[config.mk]
export PLATFORM = sky130hd
export DESIGN_NAME = axil_lite_master
export DESIGN_NICKNAME = d
export VERILOG_FILES = /design/src/rtl/axil_pkg.sv /design/src/rtl/axil_lite_master.sv
export SDC_FILE = /design/constraint.sdc
export NUM_CORES = 1
export LEC_CHECK = 0
export BUFFER_PORTS_ARGS = -buffer_cell sky130_fd_sc_hd__buf_2
export CORE_ASPECT_RATIO = 1.5
export CORE_UTILIZATION = 47
export CTS_CLUSTER_DIAMETER = 50
export DETAILED_ROUTE_END_ITERATION = 10
export PLACE_DENSITY_LB_ADDON = 0.2
export REMOVE_ABC_BUFFERS = 1
export SLEW_MARGIN = 40
export SYNTH_ARGS = -nofsm -noshare
export SYNTH_HDL_FRONTEND = slang
export SYNTH_SLANG_ARGS = --single-unit
[constraint.sdc]
create_clock -name clk -period 2.6 [get_ports clk]
set_input_delay 0.39 -clock clk [delete_from_list [all_inputs] [get_ports clk]]
set_output_delay 0.39 -clock clk [all_outputs]
set_load 0.01 [all_outputs]
[src/rtl/axil_pkg.sv]
// Shared AXI-Lite definitions: master FSM state encodings and response codes.
// Used by the master, the memory slave and the bench.
package axil_pkg;

    localparam logic [2:0] StIdle   = 3'd0;
    localparam logic [2:0] StRdAddr = 3'd1;
    localparam logic [2:0] StRdData = 3'd2;
    localparam logic [2:0] StWrReq  = 3'd3;
    localparam logic [2:0] StWrResp = 3'd4;
    localparam logic [2:0] StRsp    = 3'd5;

    localparam int unsigned RESP_OKAY = 0;

endpackage

[src/rtl/axil_lite_master.sv]
// Single-outstanding AXI-Lite master: one command in, one AXI-Lite transaction out,
// bounded retry on error responses, result held on the rsp port until taken.
module axil_lite_master
    import axil_pkg::*;
#(
    parameter int unsigned ADDR_WDTH = 4,
    parameter int unsigned DATA_WDTH = 32,
    parameter int unsigned RESP_WDTH = 1,
    parameter int unsigned MAX_RETRY = 2
) (
    input  logic                 clk,
    input  logic                 rst,
    input  logic                 cmd_valid,
    output logic                 cmd_ready,
    input  logic                 cmd_we,
    input  logic [ADDR_WDTH-1:0] cmd_addr,
    input  logic [DATA_WDTH-1:0] cmd_wdata,
    output logic                 rsp_valid,
    input  logic                 rsp_ready,
    output logic [DATA_WDTH-1:0] rsp_rdata,
    output logic                 rsp_err,
    output logic [1:0]           rsp_tries,
    output logic                 ar_valid,
    input  logic                 ar_ready,
    output logic [ADDR_WDTH-1:0] ar_address,
    input  logic                 r_valid,
    output logic                 r_ready,
    input  logic [DATA_WDTH-1:0] r_data,
    input  logic [RESP_WDTH-1:0] r_resp,
    output logic                 aw_valid,
    input  logic                 aw_ready,
    output logic [ADDR_WDTH-1:0] aw_address,
    output logic                 w_valid,
    input  logic                 w_ready,
    output logic [DATA_WDTH-1:0] w_data,
    input  logic                 b_valid,
    output logic                 b_ready,
    input  logic [RESP_WDTH-1:0] b_resp
);

    // Wide enough to hold MAX_RETRY, never zero bits.
    localparam int unsigned CntW = $clog2(MAX_RETRY + 2);

    logic [2:0]           state_q, state_d;
    logic [ADDR_WDTH-1:0] addr_q, addr_d;
    logic [DATA_WDTH-1:0] wdata_q, wdata_d;
    logic [DATA_WDTH-1:0] rdata_q, rdata_d;
    logic                 err_q, err_d;
    logic [CntW-1:0]      retry_q, retry_d;
    logic                 aw_done_q, aw_done_d;
    logic                 w_done_q, w_done_d;
    logic                 resp_bad;
    logic [2:0]           retry_st;
    logic [31:0]          tries_ext;

    always_comb begin
        state_d   = state_q;
        addr_d    = addr_q;
        wdata_d   = wdata_q;
        rdata_d   = rdata_q;
        err_d     = err_q;
        retry_d   = retry_q;
        aw_done_d = aw_done_q;
        w_done_d  = w_done_q;
        resp_bad  = 1'b0;
        retry_st  = StIdle;

        unique case (state_q)
            StIdle: begin
                if (cmd_valid) begin
                    addr_d    = cmd_addr;
                    wdata_d   = cmd_wdata;
                    rdata_d   = '0;
                    err_d     = 1'b0;
                    retry_d   = '0;
                    aw_done_d = 1'b0;
                    w_done_d  = 1'b0;
                    state_d   = cmd_we ? StWrReq : StRdAddr;
                end
            end
            StRdAddr: begin
                if (ar_ready) state_d = StRdData;
            end
            StRdData: begin
                if (r_valid) begin
                    if (r_resp == RESP_WDTH'(RESP_OKAY)) begin
                        rdata_d = r_data;
                        state_d = StRsp;
                    end else begin
                        resp_bad = 1'b1;
                        retry_st = StRdAddr;
                    end
                end
            end
            StWrReq: begin
                // Each channel finishes on its own handshake; a done channel stops asserting valid.
                aw_done_d = aw_done_q | aw_ready;
                w_done_d  = w_done_q | w_ready;
                if (aw_done_d && w_done_d) begin
                    aw_done_d = 1'b0;
                    w_done_d  = 1'b0;
                    state_d   = StWrResp;
                end
            end
            StWrResp: begin
                if (b_valid) begin
                    if (b_resp == RESP_WDTH'(RESP_OKAY)) begin
                        state_d = StRsp;
                    end else begin
                        resp_bad = 1'b1;
                        retry_st = StWrReq;
                    end
                end
            end
            StRsp: begin
                if (rsp_ready) begin
                    retry_d = '0;
                    state_d = StIdle;
                end
            end
            default: state_d = StIdle;
        endcase

        if (resp_bad) begin
            aw_done_d = 1'b0;
            w_done_d  = 1'b0;
            if (retry_q < CntW'(MAX_RETRY)) begin
                retry_d = retry_q + CntW'(1);
                state_d = retry_st;
            end else begin
                err_d   = 1'b1;
                rdata_d = '0;
                state_d = StRsp;
            end
        end
    end

    always_ff @(posedge clk) begin
        if (rst) begin
            state_q   <= StIdle;
            addr_q    <= '0;
            wdata_q   <= '0;
            rdata_q   <= '0;
            err_q     <= 1'b0;
            retry_q   <= '0;
            aw_done_q <= 1'b0;
            w_done_q  <= 1'b0;
        end else begin
            state_q   <= state_d;
            addr_q    <= addr_d;
            wdata_q   <= wdata_d;
            rdata_q   <= rdata_d;
            err_q     <= err_d;
            retry_q   <= retry_d;
            aw_done_q <= aw_done_d;
            w_done_q  <= w_done_d;
        end
    end

    always_comb begin
        tries_ext  = 32'(retry_q);
        rsp_tries  = (tries_ext > 32'd3) ? 2'd3 : tries_ext[1:0];
        cmd_ready  = (state_q == StIdle);
        ar_valid   = (state_q == StRdAddr);
        r_ready    = (state_q == StRdData);
        aw_valid   = (state_q == StWrReq) && !aw_done_q;
        w_valid    = (state_q == StWrReq) && !w_done_q;
        b_ready    = (state_q == StWrResp);
        rsp_valid  = (state_q == StRsp);
        ar_address = addr_q;
        aw_address = addr_q;
        w_data     = wdata_q;
        rsp_rdata  = rdata_q;
        rsp_err    = err_q;
    end

endmodule

==> qor.yml <==
layout:
  num_antenna_cells: 0
  most_frequent_standard_cell_in_the_layout_excluding_fill_and_tap_cells: "buf_2"
  fillerInstances: 540
  design.final.nets: 571
  post_route_cells_drive_above_1_share: 0.387
  most-common-layout-cells: "buf_2, nand2_1, dfxtp_1, nor2_1, a21oi_1"
  areaGrowthSynthToFinish_pct: 32.3
timing:
  setup_viol: 0
  setup_tns_ps: 0
  achievable-frequency_ghz: 0.501
  post_layout_minimum_cycle_time_ps: 1990
  maxSlewViolCount: 0
  final.hold.worst_slack_ps: 277
  layout_worst_path_cycle_share: 0.767
  worst_pin_slew_ps: 642
  rsz_0062_raised_after_global_routing: "no"
  relSlewSlack: 0.561
  fin_worst_skew_ps: 9.13
  hold_viol: 0
global_routing:
  global_route.usage.total: 0.212
  grt_first_pass_wirelength_mm: 10.8
  grt_antenna_before_repair: 0
  first_global_vias: 2470
  largest_net_degree_at_the_start_of_global_routing: 37
  overflow: 0
synthesis:
  synthArstFlopShare: 0
  synth.largest_area_cell: "dfxtp_1"
  ys_top_cells_by_area: "dfxtp_1, nand2_1, a22oi_1"
  ys_seq_elements: 76
  synthesis.instances: 344
  number_of_flops_mapped_to_enable_cells_by_yosys: 0
  synth.yosys.warnings: 0
  synth_largest_type_area_fraction: 0.518
  postSynthAreaPerCell_sq_um: 8.53
  synthDistinctLibCells: 36
  synth_seq_area_share: 0.518
  syn_area_sq_mm: 0.00294
  synth_ff_type: "dfxtp_1"
die:
  initial_core_util: 0.496
  floorplan.die.height_um: 98.8
  placeableCoreArea_sq_mm: 0.00591
  ioPinCount: 162
  fp.dieArea_sq_mm: 0.00657
  rows: 34
  die_w_um: 66.5
routing:
  post_drt_wl_per_cell_um: 12.6
  totalWireLength_mm: 7.13
  firstDrtPassIters: 5
  routed-via-count: 2868
  post_drt_via_cell_ratio: 5.05
  ant_nets: 0
  detailedRoute.firstIterationViolations: 111
  route.detailed.drc: 0
worst_hold_path:
  min-delay-path-class: "primary input to flip-flop"
  min-delay-start: "cmd_wdata[11]"
setup_path:
  slowest_stage_cell_cp: "dfxtp_1"
  r2r-start: "state_q[1]"
  worst_setup_path_start_kind: "flip-flop"
  setup.worst_path.class: "flip-flop to flip-flop"
  required_ps: 2880
  cp_max_fo: 12
  worstSetupStartpoint: "state_q[1]"
  worstSetupEndpointType: "flip-flop"
  cpPeakStageDelay_ps: 580
  worstPathCellList: "nor3b_2 -> a32o_1 -> nor2b_1 -> mux2_2 -> nor2_1"
  worst_ep_arrival_time_ps: 2270
clock_network:
  cts-root-buf: "clkbuf_8"
  post-cts-setup-buffers: 0
  cts.path.max_buffers: 2
  post_cts_hold_buffer_count: 0
  cts-buffers-inserted: 9
  clock-sinks: 76
  cts_tree: "done"
  h_tree_levels: 3
  clock_insertion_delay_worst_skew_ps: 340
  cts-resized-gates: 0
  cts.reportedPaths.clkPinSlew_ps: 80
power_and_ir_drop:
  max-vdd-ir-drop_mv: 0.526
  power_per_cell_area_mw_per_mm2: 868
  design_power_total_uw: 3370
  power.static_leakage_uw: 0.00184
placement:
  gp_congestion: 0.925
  dp_hpwl_mm: 5.16
  buffer_ports.inserted: 161
job:
  max-cap-violations: 0
status:
  outcome: "finished clean"
registers in the layout (all words and copies together) (netlist names):
register / count
rsp_tries: 2
w_done_q: 1
rsp_err: 1
ar_address: 4
w_data: 32
state_q: 3
rsp_rdata: 32
aw_done_q: 1
cell usage after synthesis (2+ instances only):
master	instances
nand2_1	77
dfxtp_1	76
a21oi_1	40
nor2_1	40
a22oi_1	33
buf_2	13
buf_4	7
clkbuf_1	7
nor3_1	5
nand3b_1	4
o21ai_0	4
and2_1	3
buf_6	3
nand2b_1	3
a31oi_1	2
inv_1	2
mux2_2	2
mux2i_1	2
nor2b_1	2
nor3b_2	2
or3_1	2
per-stage QoR:
step | instance area [sq um] | std cells | setup WS [ps] | util
after global routing | 3880 | 568 | 473 | 0.657
after detailed placement | 3700 | 552 | 620 | 0.625
final | 3880 | 568 | 606 | 0.657
after CTS | 3880 | 568 | 592 | 0.657
after global placement | 3690 | 552 | 590 | 0.625
after floorplan | 2750 | 313 | 480 | -
path summary, 6_finish.rpt:
kind | depth (start not counted) | to | slack (ps)
worst max-delay path | 5 | rsp_tries[0] | 610
worst min-delay path | 3 | w_data[11] | 280
worst max register to register | 5 | rsp_tries[0] | 610
worst min register to register | 2 | w_data[0] | 450
routing by layer:
layer | part of all wire | vias up | global-route usage | wire, um
met5 | 0 | - | 0 | 0
met4 | 0.023 | 0 | 0.105 | 167
met3 | 0.079 | 14 | 0.0625 | 560
met2 | 0.49 | 126 | 0.370 | 3520
met1 | 0.40 | 1274 | 0.227 | 2880
li1 | - | 1454 | - | -
cell families (layout without fill, tap and decap cells):
logic type	after synthesis	count (layout)	share of synthesized area
AND/OR/NAND/NOR	141	141	0.207
multiplexers	4	4	0.0145
buffers and inverters	34	186	0.0656
flip-flops	76	76	0.518
AO/OA/AOI/OAI	89	89	0.195
critical path: cells and delay by family, from the launching register on:
kind             cells  cell delay, ps
AO/OA/AOI/OAI        1             330
flip-flops           1             580
multiplexers         1             360
AND/OR/NAND/NOR      3             660
power breakdown:
group	internal [uW]	switching, uW
sequential	1310	129
clock	398	418
combinational	435	677
final cells by class:
cell class | instances | area (sq um) | area share
clock buffers | 11 | 151 | 0.0390
multi-input cells | 234 | 1220 | 0.315
well taps | 72 | 90.1 | 0.0232
flip-flops and latches | 76 | 1520 | 0.392
clock inverters | 5 | 36.3 | 0.00934
inverters | 3 | 11.3 | 0.00290
repair buffers | 167 | 851 | 0.219
Power figures use the tool's default switching activity.
